<file path="config.mk">
export PLATFORM = sky130hd
export DESIGN_NAME = ltc2630_spi_rx
export DESIGN_NICKNAME = d
export VERILOG_FILES = /design/src/rtl/ltc2630_spi_rx.sv
export SDC_FILE = /design/constraint.sdc
export NUM_CORES = 1
export LEC_CHECK = 0
export CORE_MARGIN = 2
export CORE_UTILIZATION = 49
export DETAILED_ROUTE_END_ITERATION = 16
export MAX_ROUTING_LAYER = met4
export PLACE_DENSITY = 0.72
export SLEW_MARGIN = 15
export SYNTH_ARGS = -nofsm -noshare
export SYNTH_HDL_FRONTEND = slang
export SYNTH_SLANG_ARGS = --single-unit
</file>
<file path="constraint.sdc">
create_clock -name clk -period 1.95 [get_ports clk]
set_input_delay 0.585 -clock clk [delete_from_list [all_inputs] [get_ports clk]]
set_output_delay 0.585 -clock clk [all_outputs]
set_load 0.02 [all_outputs]
</file>
<file path="src/rtl/ltc2630_spi_rx.sv">
// ltc2630_spi_rx: passive LTC2630 SPI frame receiver and DAC register model.
// Optional: define LTC2630_SPI_RX_ERRCNT_EN to add the saturating err_count output.
module ltc2630_spi_rx #(
    parameter logic [15:0] DAC_RESET_CODE = 16'h0000
) (
    input  logic        clk,
    input  logic        rst_n,
    input  logic        sclk,
    input  logic        mosi,
    input  logic        sync_n,
    output logic        frame_valid,
    output logic [3:0]  cmd,
    output logic [3:0]  addr,
    output logic [15:0] data,
    output logic [15:0] dac_code,
    output logic        dac_update,
    output logic        pd,
    output logic        ref_vcc,
`ifdef LTC2630_SPI_RX_ERRCNT_EN
    output logic [7:0]  err_count,
`endif
    output logic        frame_err
);
    typedef enum logic [1:0] {IDLE, SHIFT, COMMIT} state_t;

    state_t      state;
    logic [2:0]  sclk_s, mosi_s, sync_s;
    logic [23:0] sr;
    logic [4:0]  cnt;
    logic [15:0] input_reg;
    logic        sclk_rise, sync_fall, sync_rise;

    assign sclk_rise = sclk_s[1] & ~sclk_s[2];
    assign sync_fall = ~sync_s[1] & sync_s[2];
    assign sync_rise = sync_s[1] & ~sync_s[2];

    // three-flop synchronizers; bit 0 is s0, bit 2 is s2
    always_ff @(posedge clk or negedge rst_n)
        if (!rst_n) begin
            sclk_s <= 3'b000;
            mosi_s <= 3'b000;
            sync_s <= 3'b111;
        end else begin
            sclk_s <= {sclk_s[1:0], sclk};
            mosi_s <= {mosi_s[1:0], mosi};
            sync_s <= {sync_s[1:0], sync_n};
        end

    // frame FSM: shift bits while selected, decode and apply the command on commit
    always_ff @(posedge clk or negedge rst_n)
        if (!rst_n) begin
            state       <= IDLE;
            sr          <= '0;
            cnt         <= '0;
            cmd         <= '0;
            addr        <= '0;
            data        <= '0;
            input_reg   <= DAC_RESET_CODE;
            dac_code    <= DAC_RESET_CODE;
            pd          <= 1'b0;
            ref_vcc     <= 1'b0;
            frame_valid <= 1'b0;
            dac_update  <= 1'b0;
            frame_err   <= 1'b0;
        end else begin
            frame_valid <= 1'b0;
            dac_update  <= 1'b0;
            frame_err   <= 1'b0;
            case (state)
                IDLE:
                    if (sync_fall) begin
                        state <= SHIFT;
                        cnt   <= '0;
                        sr    <= '0;
                    end
                SHIFT:
                    if (sync_rise) state <= COMMIT;
                    else if (sync_fall) begin
                        cnt <= '0;
                        sr  <= '0;
                    end else if (sclk_rise) begin
                        sr  <= {sr[22:0], mosi_s[2]};
                        cnt <= (cnt == 5'd31) ? cnt : cnt + 5'd1;
                    end
                default: begin
                    state <= IDLE;
                    if (cnt == 5'd24) begin
                        frame_valid <= 1'b1;
                        cmd         <= sr[23:20];
                        addr        <= sr[19:16];
                        data        <= sr[15:0];
                        case (sr[23:20])
                            4'b0000: input_reg <= sr[15:0];
                            4'b0001: begin
                                dac_code   <= input_reg;
                                pd         <= 1'b0;
                                dac_update <= 1'b1;
                            end
                            4'b0011: begin
                                input_reg  <= sr[15:0];
                                dac_code   <= sr[15:0];
                                pd         <= 1'b0;
                                dac_update <= 1'b1;
                            end
                            4'b0100: pd      <= 1'b1;
                            4'b0110: ref_vcc <= 1'b0;
                            4'b0111: ref_vcc <= 1'b1;
                            default: ;
                        endcase
                    end else if (cnt != 5'd0) frame_err <= 1'b1;
                end
            endcase
        end

`ifdef LTC2630_SPI_RX_ERRCNT_EN
    // saturating count of bad-length frames
    always_ff @(posedge clk or negedge rst_n)
        if (!rst_n) err_count <= '0;
        else if (frame_err && err_count != 8'hFF) err_count <= err_count + 8'd1;
`endif
endmodule

</file>
# Word-level counts from Yosys, hierarchy flattened
# Cells that the tools add are included.
# totals
ff_bits	101
input_bits	5
out_inout_bits	45
# classes
n_addsub	1
n_eq_ne	13
mux	25
n_bitwise	7
reduce_logical	18
# op_table
cell	n
$mux 24	4
$pmux 24 s2	1
$pmux 16 s2	1
$mux 5	5
$eq 4x3->1 const B	3
$reduce_and 3->1	4
$eq 5x5->1 const B	2
$pmux 5 s2	1
$mux 1	8
$reduce_bool 2->1	4
$ne 2x2->1 const B	3
$ne 3x3->1 const B	2
$reduce_or 2->1	3
$add 5x1->5 const B	1
$reduce_and 5->1	1
$reduce_bool 5->1	1
$eq 4x1->1 const B	1
$eq 4x2->1 const B	1
$logic_not 4->1	1
$mux 2	2
$not 1->1	4
$pmux 1 s2	2
$pmux 2 s2	1
$reduce_and 2->1	2
4 further kinds	6

# Logic depth before layout (Yosys ltp)
# depth
ltp_word	6
mapped_depth	8
mapped_depth_nobuf	7

# Least setup slack after synthesis
# Ideal clock, no wire load.
# synth_path
kind	reg-to-reg
from	register cnt[0]
to	register input_reg[10]
setup_ns	0.125
arrival_time_ns	1.957
slack_ns	-0.132
stages_incl_launch_ff	9
n_path_buf	2
cell_sequence	dfrtp_1 -> inv_1 -> ha_1 -> and4b_1 -> nand2_1 -> or4_1 -> buf_2 -> buf_6 -> mux2_4
# synth_via
elab_chain_cells	2
# synth_rtl
item	line_no	rtl
start: declaration	29	logic [4:0] cnt;
start signal: assignment	83	cnt <= (cnt == 5'd31) ? cnt : cnt + 5'd1;
$eq 5x5->1	87	if (cnt == 5'd24) begin
$reduce_and 3->1 (no source line)	--	
end signal: assignment	93	4'b0000: input_reg <= sr[15:0];
end signal: assignment	100	input_reg <= sr[15:0];
end: declaration	30	logic [15:0] input_reg;
# Every way passes these cells.
# A chain may end at the register's enable or synchronous reset.

# Final worst setup path
# layout_path
from	register cnt[1]
to	register cnt[1]
# layout_via
elab_chain_cells	6
word_cells_on_any_way	9
cone_classes	add/sub (1); eq/ne (2); mux (5); reduce/logical (1)
# layout_rtl
item	line_no	rtl
$add 5x1->5	83	
$mux 5	83	
$mux 5	81	end else if (sclk_rise) begin
$mux 5	78	else if (sync_fall) begin
$mux 5	77	if (sync_rise) state <= COMMIT;
$pmux 5 s2	69	case (state)
# Parallel ways exist; a longest one is shown, timed or not. The select of a mux whose other input is x is not followed.

==> results_dict.tcl <==
set metrics [dict create \
    grt_use_total_pct 18.6 \
    power_switching_mw 0.818 \
    design_area_um2 5020 \
    ys_seq_area_share_pct 63.6 \
    crit_chain "ha_2 -> and3_4 -> ha_4 -> nand4bb_1 -> maj3_2 -> nor2_4 -> mux2i_1" \
    finalHoldViolCount 0 \
    cts_sinks 101 \
    placed_area_um2 4700 \
    relSlewSlack_pct 66.4 \
    ir_drop_uv 393 \
    routed_via_density 5.43 \
    drt_iter0_drc 105 \
    synth_top_area_share_pct 61.6 \
    clock_latency_ns 0.36 \
    cp_top_family "adder cells" \
    gp_congestion 0.861 \
    antenna_found_initial 0 \
    layout_common_cells "dfrtp_1 (98), clkdlybuf4s50_1 (30), mux2_2 (29)" \
    core_um2 7810 \
    nets 362 \
    top_register "sr" \
    synth_area_um2 3980 \
    fin_crit_sh_pct 104 \
    drc_errors 0 \
    period_needed_ns 2.02 \
    synth_area_leader_cell "dfrtp_1" \
    diodes 0 \
    pwr-share-seq_pct 59.5 \
    clkTransAtPathRegs_ns 0.09 \
    setup_viol 15 \
    yosys_warnings 0 \
    synthTopCellsByArea "dfrtp_1 (62%), mux2_2 (8.2%), a22o_1 (5.3%)" \
    finalWorstSetupSlack_ns -0.0727 \
    drv_cap 0 \
    grt_pass1_wl_mm 12.4 \
    worst_slew_pin_slew_ns 0.504 \
    fmax_ghz 0.494 \
    synth_seq_cells 101 \
    critPathMaxFanout 4 \
    first_pass_iters 4 \
    failed_checks "negative setup slack" \
    fin_worst_skew_ns 0.0118 \
    rows 32 \
    timing.critical_path.from "cnt[1]$_DFFE_PN0P_" \
    die_x_um 94.1 \
    whs_ns 0.0496 \
    critPathRequiredTime_ns 2.23 \
    syn_nets 298 \
    power.share.clock_pct 35.5 \
    vias 2503 \
    ctsHoldBuffers 0 \
    grt_overflow 0 \
    dieArea_um2 8860 \
    slowest_delay_ns 0.42 \
    grt_max_degree 36 \
    cts_max_level 3 \
    worstPathArrival_ns 2.30 \
    drive_gt1_share_pct 25.3 \
    cp-start-kind "flop" \
    r2r_start "cnt[1]$_DFFE_PN0P_" \
    sw_frac_of_total_pct 22.7 \
    numPortBuffers 49 \
    numCtsBuffers 9 \
    comb_power_share_pct 5.0 \
    crit_buf_inv 0 \
    path_class "reg2reg" \
    clockBufferDepth 2 \
    final_common_cell "dfrtp_1" \
    intPower_mw 2.79 \
    wl_mm 7.55 \
    min_path_type "in2async" \
    avgSynthCellArea_um2 13.7 \
    ant_nets 0 \
    largest_reg_flops 24 \
    ios 50 \
    static-leakage-power_nw 2.65 \
    slew_violations 0 \
    rsz0062_at_grt "yes" \
    dp_hpwl_mm 4.80 \
    ctsRootBufferMaster "clkbuf_8" \
    cpMaxStageDelayCell "dfrtp_1" \
    routedWlPerCell_um 16.4 \
    synth_cell_types 35 \
    syn2layout_area_growth_pct 26.2 \
    grt_pass1_vias 2447 \
    outcome "finished, violations left" \
    synthCells 290 \
    initial_utilization_pct 51.0 \
    end_kind "flop" \
    die_y_um 94.1 \
    tritoncts "done" \
    powerDensity_nw_per_um2 718 \
]
==> routing by layer <==
| layer | vias to the layer above | track usage, % | part of all wire, % |
|---|---|---|---|
| met5 | - | - | 0 |
| met4 | 0 | 6.16 | 1.1 |
| met3 | 6 | 3.85 | 4.2 |
| met2 | 54 | 27.7 | 48 |
| met1 | 1281 | 25.8 | 47 |
| li1 | 1162 | - | - |
==> synth_stat cells <==
| master | count |
|---|---|
| o21ai_0 | 21 |
| clkbuf_1 | 8 |
| dfrtp_1 | 98 |
| nor3_1 | 2 |
| mux2i_1 | 17 |
| a31oi_1 | 4 |
| o31a_1 | 1 |
| and4b_1 | 1 |
| o31ai_1 | 2 |
| mux2_2 | 29 |
| or4_1 | 1 |
| nand2_1 | 23 |
| xor2_1 | 2 |
| dfstp_2 | 3 |
| a21oi_1 | 1 |
| and3_1 | 2 |
| maj3_1 | 2 |
| a22o_1 | 24 |
| nand2b_1 | 2 |
| ha_1 | 3 |
| nor2_1 | 2 |
| nor4_2 | 1 |
| mux2_4 | 10 |
| nand3_1 | 1 |
| nor2b_1 | 3 |
| buf_6 | 1 |
| or2_2 | 1 |
| o41ai_1 | 1 |
| inv_1 | 10 |
| nand3b_1 | 1 |
| nand4bb_1 | 1 |
| buf_1 | 3 |
| buf_2 | 5 |
| nand4_1 | 2 |
| or3_1 | 2 |
==> path summary, 6_finish.rpt <==
path                                                 end  slack (ns)  cells after the start
worst max register to register        cnt[1]$_DFFE_PN0P_       -0.07                      7
worst min register to register       mosi_s[1]$_DFF_PN0_        0.35                      0
min in group clk                     mosi_s[1]$_DFF_PN0_        0.35                      0
worst max-delay path                  cnt[1]$_DFFE_PN0P_       -0.07                      7
worst min-delay path                state[1]$_DFFE_PN0P_        0.05                      1
max in group asynchronous       input_reg[5]$_DFFE_PN0P_        1.25                      2
==> cells by family (layout without fill, tap and decap cells) <==
family | count (synthesis) | count (layout) | share of synthesized area, %
muxes | 56 | 56 | 16.3
buffers and inverters | 27 | 96 | 2.89
xor gates and xnor gates | 2 | 2 | 0.440
AOI/OAI and AO/OA | 54 | 54 | 9.50
adders and majority gates | 5 | 5 | 1.45
and+or+nand+nor | 45 | 45 | 5.85
DFF | 101 | 101 | 63.6
==> power by group through the flow <==
stage               Sequential [mW]  Clock [mW]  Combinational [mW]
floorplan                      2.18           0              0.0730
global placement               2.18           0               0.160
detailed placement             2.19           0               0.168
CTS                            2.15        1.31               0.173
global route                   2.15        1.40               0.204
finish                         2.15        1.28               0.181
==> through the flow <==
stage	std cells	total power, mW	setup TNS [ns]	setup slack (ns)	utilization (%)
floorplan	290	2.25	-0.432	-0.0419	-
global placement	442	2.34	-0.398	-0.0859	60.2
detailed placement	442	2.36	-1.24	-0.241	60.2
CTS	459	3.63	-0.345	-0.0344	63.2
global route	461	3.76	-1.69	-0.112	64.3
finish	461	3.61	-0.181	-0.0727	64.3
==> area by class of cell <==
cell class / count / area, µm²
clock inverter: 3 / 17.5
clock buffer: 13 / 179
multi-input combinational: 162 / 1390
timing repair buffer: 70 / 742
tap: 102 / 128
fill: 632 / 2790
sequential: 101 / 2530
inverter: 10 / 37.5
==> worst reg2reg max path: cells and delay by family (launching register included) <==
kind                       cells  cell delay [ns]
adders and majority gates      3             0.73
and+or+nand+nor                3             0.55
DFF                            1             0.42
muxes                          1             0.23
==> what timing repair did <==
item,in CTS,in global routing
endpoints found under the hold margin,0,0
pin swaps,4,2
cloned,0,1
buffers inserted,1,1
gates resized for setup,10,21
endpoints found under the setup margin,23,50
No activity file was read; power rests on OpenSTA's default activity.
